`config.mk`:
```
export PLATFORM = sky130hd
export DESIGN_NAME = booth_keypad_ctrl
export DESIGN_NICKNAME = d
export VERILOG_FILES = /design/src/rtl/booth_keypad_ctrl.sv
export SDC_FILE = /design/constraint.sdc
export NUM_CORES = 1
export LEC_CHECK = 0
export ABC_AREA = 1
export BUFFER_PORTS_ARGS = -buffer_cell sky130_fd_sc_hd__buf_2
export CORE_ASPECT_RATIO = 0.7
export CORE_UTILIZATION = 55
export CTS_BUF_LIST = sky130_fd_sc_hd__clkbuf_8
export CTS_CLUSTER_DIAMETER = 60
export DETAILED_ROUTE_END_ITERATION = 7
export GPL_TIMING_DRIVEN = 0
export HOLD_SLACK_MARGIN = 0.06
export PLACE_DENSITY = 0.78
export REMOVE_ABC_BUFFERS = 1
export SKIP_CTS_REPAIR_TIMING = 1
export SYNTH_ARGS = -nofsm -noshare
export SYNTH_HDL_FRONTEND = slang
export SYNTH_SLANG_ARGS = --single-unit
```
`constraint.sdc`:
```
create_clock -name CLK -period 2.15 [get_ports CLK]
set_input_delay 0.215 -clock CLK [delete_from_list [all_inputs] [get_ports CLK]]
set_output_delay 0.215 -clock CLK [all_outputs]
set_load 0.03 [all_outputs]
```
`src/rtl/booth_keypad_ctrl.sv`:
```
// rtl/booth_keypad_ctrl.sv - keypad operand entry (two 2-digit BCD numbers) feeding a radix-2 Booth multiplier
// Optional macro KEY_DEBOUNCE_EN: require 4 cycles of key stability before a pattern counts.

module bcd_keypad_enc (
    input  logic [9:0] key,
    output logic [3:0] bcd
);
    always_comb begin
        bcd = 4'd0;
        for (int i = 0; i < 10; i++) begin
            if (key[i]) bcd = i[3:0];
        end
    end
endmodule

module booth_keypad_ctrl (
    input  logic        CLK,
    input  logic        RST,
    input  logic [9:0]  key,
    input  logic        start,
    input  logic        ack,
    output logic [15:0] prod,
    output logic        done,
    output logic        busy,
    output logic [3:0]  digit,
    output logic        err
);
    typedef enum logic [2:0] {
        S_IDLE, S_GET_A1, S_GET_A0, S_GET_B1, S_GET_B0, S_MULT, S_DONE
    } state_t;

    state_t      state_q, state_d;
    logic [9:0]  key_q, key_prev_q, key_prev_d, key_cur;
    logic [3:0]  tens_q, tens_d;
    logic [7:0]  m_q, m_d, acc_q, acc_d, q_q, q_d;
    logic        q1_q, q1_d;
    logic [2:0]  cnt_q, cnt_d;
    logic [15:0] prod_q, prod_d;
    logic        done_q, done_d, busy_q, busy_d, err_q, err_d;
    logic [3:0]  digit_q, digit_d, enc_bcd;
    logic        in_entry, press_edge, one_hot, accept, illegal;
    logic [7:0]  acc_sum, operand;

`ifdef KEY_DEBOUNCE_EN
    logic [1:0]  deb_cnt_q, deb_cnt_d;
    logic [9:0]  filt_q, filt_d;

    // A pattern is promoted once key_q has matched the raw input for 4 samples.
    always_comb begin
        deb_cnt_d = deb_cnt_q;
        filt_d    = filt_q;
        if (key != key_q) begin
            deb_cnt_d = 2'd0;
        end else begin
            if (deb_cnt_q != 2'd3) deb_cnt_d = deb_cnt_q + 2'd1;
            if (deb_cnt_q >= 2'd2) filt_d = key_q;
        end
    end
    assign key_cur = filt_q;
`else
    assign key_cur = key_q;
`endif

    bcd_keypad_enc u_enc (
        .key (key_cur),
        .bcd (enc_bcd)
    );

    assign in_entry   = (state_q == S_GET_A1) || (state_q == S_GET_A0) ||
                        (state_q == S_GET_B1) || (state_q == S_GET_B0);
    assign press_edge = (key_prev_q == 10'd0) && (key_cur != 10'd0);
    assign one_hot    = ((key_cur & (key_cur - 10'd1)) == 10'd0);
    assign accept     = in_entry && press_edge && one_hot;
    assign illegal    = in_entry && press_edge && !one_hot;
    assign key_prev_d = key_cur;

    // tens*10 + units, built from shifts
    assign operand = {1'b0, tens_q, 3'b000} + {3'b000, tens_q, 1'b0} + {4'b0000, enc_bcd};

    always_comb begin
        case ({q_q[0], q1_q})
            2'b01:   acc_sum = acc_q + m_q;
            2'b10:   acc_sum = acc_q - m_q;
            default: acc_sum = acc_q;
        endcase
    end

    always_comb begin
        state_d = state_q;
        tens_d  = tens_q;
        m_d     = m_q;
        acc_d   = acc_q;
        q_d     = q_q;
        q1_d    = q1_q;
        cnt_d   = cnt_q;
        prod_d  = prod_q;
        done_d  = done_q;
        digit_d = digit_q;
        err_d   = illegal;
        if (accept) digit_d = enc_bcd;
        case (state_q)
            S_IDLE: begin
                if (start) begin
                    state_d = S_GET_A1;
                    prod_d  = 16'd0;
                end
            end
            S_GET_A1: if (accept) begin
                tens_d  = enc_bcd;
                state_d = S_GET_A0;
            end
            S_GET_A0: if (accept) begin
                m_d     = operand;
                state_d = S_GET_B1;
            end
            S_GET_B1: if (accept) begin
                tens_d  = enc_bcd;
                state_d = S_GET_B0;
            end
            S_GET_B0: if (accept) begin
                acc_d   = 8'd0;
                q_d     = operand;
                q1_d    = 1'b0;
                cnt_d   = 3'd0;
                state_d = S_MULT;
            end
            S_MULT: begin
                // arithmetic right shift of {ACC, Q, Q-1}
                acc_d = {acc_sum[7], acc_sum[7:1]};
                q_d   = {acc_sum[0], q_q[7:1]};
                q1_d  = q_q[0];
                cnt_d = cnt_q + 3'd1;
                if (cnt_q == 3'd7) begin
                    prod_d  = {acc_sum[7], acc_sum[7:1], acc_sum[0], q_q[7:1]};
                    done_d  = 1'b1;
                    state_d = S_DONE;
                end
            end
            S_DONE: begin
                if (ack) begin
                    done_d  = 1'b0;
                    state_d = S_IDLE;
                end
            end
            default: state_d = S_IDLE;
        endcase
        busy_d = (state_d != S_IDLE);
    end

    always_ff @(posedge CLK) begin
        if (RST) begin
            state_q    <= S_IDLE;
            key_q      <= 10'd0;
            key_prev_q <= 10'd0;
            tens_q     <= 4'd0;
            m_q        <= 8'd0;
            acc_q      <= 8'd0;
            q_q        <= 8'd0;
            q1_q       <= 1'b0;
            cnt_q      <= 3'd0;
            prod_q     <= 16'd0;
            done_q     <= 1'b0;
            busy_q     <= 1'b0;
            digit_q    <= 4'd0;
            err_q      <= 1'b0;
`ifdef KEY_DEBOUNCE_EN
            deb_cnt_q  <= 2'd0;
            filt_q     <= 10'd0;
`endif
        end else begin
            state_q    <= state_d;
            key_q      <= key;
            key_prev_q <= key_prev_d;
            tens_q     <= tens_d;
            m_q        <= m_d;
            acc_q      <= acc_d;
            q_q        <= q_d;
            q1_q       <= q1_d;
            cnt_q      <= cnt_d;
            prod_q     <= prod_d;
            done_q     <= done_d;
            busy_q     <= busy_d;
            digit_q    <= digit_d;
            err_q      <= err_d;
`ifdef KEY_DEBOUNCE_EN
            deb_cnt_q  <= deb_cnt_d;
            filt_q     <= filt_d;
`endif
        end
    end

    assign prod  = prod_q;
    assign done  = done_q;
    assign busy  = busy_q;
    assign digit = digit_q;
    assign err   = err_q;
endmodule

```
== After elaboration in Yosys (flattened, before gate mapping) ==
Index checks and enable logic that the tools add are counted.
W data, S select, Z words.
Storage, ports and cells
  logic and storage cells: 88
  input bits: 14
  register bits after elaboration: 78
Cells by class
  mux-type cells: 32
  equal/unequal tests: 13
  bitwise operators: 1
  reductions and logical operators: 22
  $add $sub $neg: 6
Operators by type and width (count)
  $pmux W8 S2: 3
  $mux W3: 12
  $mux W16: 2
  $pmux W16 S2: 1
  $pmux W3 S7: 1
  $logic_not A10 Y1: 2
  $mux W8: 2
  $eq A3 B3 Y1 const B: 4
  $and A10 B10 Y10: 1
  $reduce_bool A10 Y1: 1
  $sub A10 B1 Y10 const B: 1
  $add A7 B5 Y8: 1
  $add A8 B4 Y8: 1
  $add A8 B8 Y8: 1
  $mux W4: 2
  $ne A2 B2 Y1 const B: 4
  $sub A8 B8 Y8: 1
  $eq A3 B2 Y1 const B: 2
  $pmux W3 S2: 1
  $reduce_and A2 Y1: 3
  $reduce_and A3 Y1: 2
  $reduce_bool A2 Y1: 3
  $logic_and A1 B1 Y1: 4
  $mux W1: 4
  other kinds (11): 15

== Logic depth before layout (Yosys ltp) ==
  depth after elaboration: 12
  mapped depth: 19
  depth with buffers taken out: 19

== Cells and area by module ==
From an unflattened synthesis, not the netlist that was laid out.
Second synthesis, totals
  cells, all modules: 537
  area total of the unflattened synthesis: 3816.2 um^2
Modules (own cells, without submodules)
  booth_keypad_ctrl: area an instance 3731.1 um^2, seq. area each 1521.5 um^2, cells each 516, times used 1
  bcd_keypad_enc: area an instance 85.1 um^2, seq. area each 0.0 um^2, cells each 21, times used 1

== Worst setup path after synthesis ==
OpenSTA, ideal clock, no wires.
  path kind: register to register
  from: reg key_q[5], in the netlist key_cur[5]
  to: reg q_q[6]
  clock period less this slack: 2.251 ns
  path buffers: 0
  setup slack: -0.101 ns
  required time: 2.018 ns
  stages on the path, launching flop included: 14
  arrival: 2.119 ns
  cells stage by stage: dfxtp_1 -> nor2_2 -> nand2_1 -> nand2_1 -> inv_1 -> ha_1 -> ha_1 -> fa_1 -> a21oi_1 -> o21ai_0 -> xor2_1 -> nor2_1 -> nor2_1 -> a21oi_1
On the way
  cells in the longest elaborated chain, start to end: 8
RTL lines
  from (decl): line 33  | logic [9:0] key_q, key_prev_q, key_prev_d, key_cur;
  from (signal assigned): line 172  | key_q <= key;
  $mux W3 (3 in a row): line 11  | if (key[i]) bcd = i[3:0];
  $mux W4 (2 in a row): line 11
  net enc_bcd[2]: line 40  | logic [3:0] digit_q, digit_d, enc_bcd;
  $add A8 B4 Y8: line 78  | assign operand = {1'b0, tens_q, 3'b000} + {3'b000, tens_q, 1'b0} + {4'b0000, enc_bcd};
  $mux W8: line 120  | S_GET_B0: if (accept) begin
  $pmux W8 S2: line 101  | case (state_q)
  to (signal assigned): line 177  | q_q <= q_d;
  to (decl): line 35  | logic [7:0] m_q, m_d, acc_q, acc_d, q_q, q_d;
The timed path passes the listed nets, and every way through them passes these cells. The select of a mux whose other input is x is not followed.
A chain may end at the register's enable or synchronous reset.

== Final worst setup path ==
  from: reg m_q[1]
  to: reg prod_q[14], in the netlist prod[14]
On the way
  cells in the longest elaborated chain, start to end: 4
RTL lines
  from (decl): line 35
  from (signal assigned): line 175  | m_q <= m_d;
  $sub A8 B8 Y8 / $add A8 B8 Y8 (equally long branches): line 83, 82
  $pmux W8 S2 *: line 81  | case ({q_q[0], q1_q})
  $mux W16 *: line 133  | if (cnt_q == 3'd7) begin
  $pmux W16 S2 *: line 101
  to (signal assigned): line 180  | prod_q <= prod_d;
  to (decl): line 38  | logic [15:0] prod_q, prod_d;
Every way passes the cells marked *; elsewhere a longest branch is shown, timed or not. The select of a mux whose other input is x is not followed.

==> results.yml <==
worst_setup_path:
  worstPathArrival_ns: 2.65
  worstSetupStartpointType: "register"
  endpoint_kind: "register"
  rrSetupSlack_ns: -0.22
  criticalPathCategory: "register to register"
  cp.required_ns: 2.43
  path_max_fanout: 4
cts:
  cts_buffer_depth: 2
  cts_num_sinks: 76
  clock_latency_ns: 0.35
  cts.htree.levels: 3
  cts_tree: "yes"
  cts_root_buf: "clkbuf_8"
  cts_made_buffers: 9
  path_clk_slew_ns: 0.08
timing:
  setup_slack_ns: -0.2201
  max_slew_margin_pct: 35.08
  tightest_slew_ns: 0.9727
  hold-worst-slack_ns: 0.06235
  rsz0062_at_grt: "yes"
  finalClockSkew_ns: 0.007547
  setup_violations: 12
  fmax_ghz: 0.4219
  maxSlewViolCount: 0
  period_minus_slack_ns: 2.370
  fin_crit_sh_pct: 110.2
  finalHoldViolCount: 0
global_routing:
  grt_pass1_wl_um: 14410
  antenna_found_initial: 0
  grt_max_degree: 42
  grt_pass1_vias: 3172
  grt_overflow: 0
  grtUsageTotal_pct: 25.58
drt:
  firstDrtPassIters: 4
  drc: 0
  drt-vias-per-instance: 5.404
  ant_nets: 0
  drt_iter0_drc: 330
  wl_per_cell_um: 14.16
  vias: 3653
  drt_wl_total_um: 9575
synthesis:
  avgSynthCellArea_um2: 7.170
  syn_area_um2: 3779
  ys_ff_latch: 76
  synth-async-reset-ratio_pct: 0
  synth-edff-count: 0
  yosys_warnings: 0
  seq_area_frac_synth_pct: 40.26
  synth_top_area_cell: "dfxtp_1"
  ys_types: 38
  synth_top_cells_by_area: "dfxtp_1 40%, nor2_1 8.9%, nand2_1 8.6%"
  yosysTopAreaCellShare_pct: 40.26
  ys.flop_type: "dfxtp_1"
  synth_cells: 527
place:
  dp.cells: 638
  portBuffers: 36
  hpwl_um: 5959
  routabilityCongestion: 0.9279
power_and_ir_drop:
  swShare_pct: 26.45
  vdd_drop_max_mv: 0.4290
  power_switching_w: 0.0007757
  seq_power_share_pct: 50.4
  p_clk_share_pct: 37.8
  power.density_nw_per_um2: 627.0
  report.power.total_w: 0.002933
  p_int_w: 0.002158
  combPwrFrac_pct: 11.8
  leakage_nw: 2.099
cells_and_area:
  fin_cells: 676
  syn_to_final_growth_pct: 23.81
  antenna_cells: 0
  drive_gt1_share_pct: 27.52
  nFillCells: 518
  final_nets: 616
worst_hold_path:
  hold_path.class: "input pin to register"
floorplanning:
  rows: 24
  initial_core_util_pct: 58.80
  core_um2: 6426
  die_h_um: 71.35
  die_w_um: 101.1
  ios: 37
  design.die.area_um2: 7211
run_status:
  status: "complete, but fails checks"
  violations: "setup timing"
run:
  max-cap-violations: 0
## cell families after synthesis
logic type | Yosys count | share of synthesized area [%]
compound gates | 111 | 15.33
xor+xnor | 10 | 2.318
fa+ha+maj | 21 | 7.550
buf+inv | 93 | 10.07
flops | 76 | 40.26
simple gates | 216 | 24.47
## sequential cells by signal, summed over array words and instances (netlist names)
name        flops
q_q             8
state_q         3
done            1
err             1
tens_q          4
busy            1
key_cur        10
m_q             8
acc_q           7
prod           15
digit           4
q1_q            1
key_prev_q     10
cnt_q           3
## worst max-delay path, stage by stage, from the launching register on
cell	delay [ns]
dfxtp_2	0.34
inv_2	0.08
ha_4	0.14
inv_2	0.04
nor2_4	0.13
nand2_2	0.06
o21ai_2	0.15
xnor2_1	0.14
inv_1	0.10
ha_4	0.28
nand2_2	0.06
nand2_2	0.07
a31oi_4	0.16
nand2_2	0.09
nand3_2	0.08
nand3_2	0.08
nand2_2	0.08
nand3_2	0.08
a21oi_2	0.15
## synth_stat cells, types with 2 or more instances
| master | n |
|---|---|
| ha_1 | 18 |
| o211ai_1 | 3 |
| dfxtp_1 | 76 |
| xnor2_1 | 4 |
| nor2_1 | 90 |
| nand2_4 | 2 |
| nor2_2 | 6 |
| a21oi_1 | 49 |
| nand2_1 | 87 |
| nand4_1 | 3 |
| xor2_1 | 6 |
| nand3_1 | 14 |
| nor3_1 | 5 |
| o21ai_0 | 49 |
| a211oi_1 | 2 |
| buf_2 | 2 |
| a31oi_1 | 2 |
| nor2_4 | 2 |
| inv_1 | 75 |
| fa_1 | 3 |
| clkbuf_1 | 10 |
| o21ai_1 | 3 |
## power groups by stage
stage	combinational, W	sequential [W]	clock, W
6_report	0.000346	0.00148	0.00111
5_1_grt	0.000378	0.00148	0.00119
4_1_cts	0.000287	0.00148	0.00111
3_5_place_dp	0.000286	0.00151	0
3_3_place_gp	0.000278	0.00151	0
2_1_floorplan	0.000144	0.00156	0
## final timing paths
check	from	end	cells past startpoint
worst min-delay path	key[9]	key_cur[9]	3
worst max-delay path	m_q[1]	prod[14]	18
worst max register to register	m_q[1]	prod[14]	18
worst min register to register	done	done	2
## layout make-up
cell class | instances | area, um^2 | share of cell area [%]
tap | 91 | 113.9 | 2.434
clock inverter | 4 | 48.80 | 1.043
multi-input combinational | 358 | 2157 | 46.11
clock buffer | 11 | 151.4 | 3.236
inverter | 77 | 296.5 | 6.339
timing repair buffer | 59 | 359.1 | 7.676
sequential | 76 | 1551 | 33.16
## routing by layer
layer / global-route usage, % / wire [um]
met1: 36.65 / 4253
met2: 38.62 / 4396
met3: 5.659 / 732
met4: 7.729 / 193
met5: 0 / 0
## cells in the final DEF (no fill, tap or decap), types with 2 or more instances in the layout
cell type,n
dfxtp_2,6
a21oi_1,39
nand2_1,71
nand3_1,11
xor2_1,6
nand2_4,3
o21ai_1,12
xnor2_1,4
clkinv_2,2
clkbuf_8,11
nand3_2,4
o211ai_1,3
nor2_2,5
a211oi_1,2
nor2_1,86
ha_1,9
nand2_2,16
buf_2,36
nor3_1,5
o21ai_0,35
dfxtp_1,64
fa_2,2
a21oi_2,10
ha_4,7
o21ai_2,4
buf_4,21
inv_2,8
dfxtp_4,6
ha_2,2
nor2_4,7
nand4_1,3
inv_1,67
## stage by stage
step	TNS [ns]	setup WS [ns]	utilization, %	cell area [um^2]
3_3_place_gp	-14.74	-0.5445	62.03	3986
2_1_floorplan	-0.4318	-0.09468	-	3692
3_5_place_dp	-16.67	-0.6061	62.03	3986
4_1_cts	-17.12	-0.6062	65.15	4187
5_1_grt	-3.472	-0.3690	72.80	4678
6_report	-1.167	-0.2201	72.80	4678
Note: power is estimated with default switching activity, not from simulation.
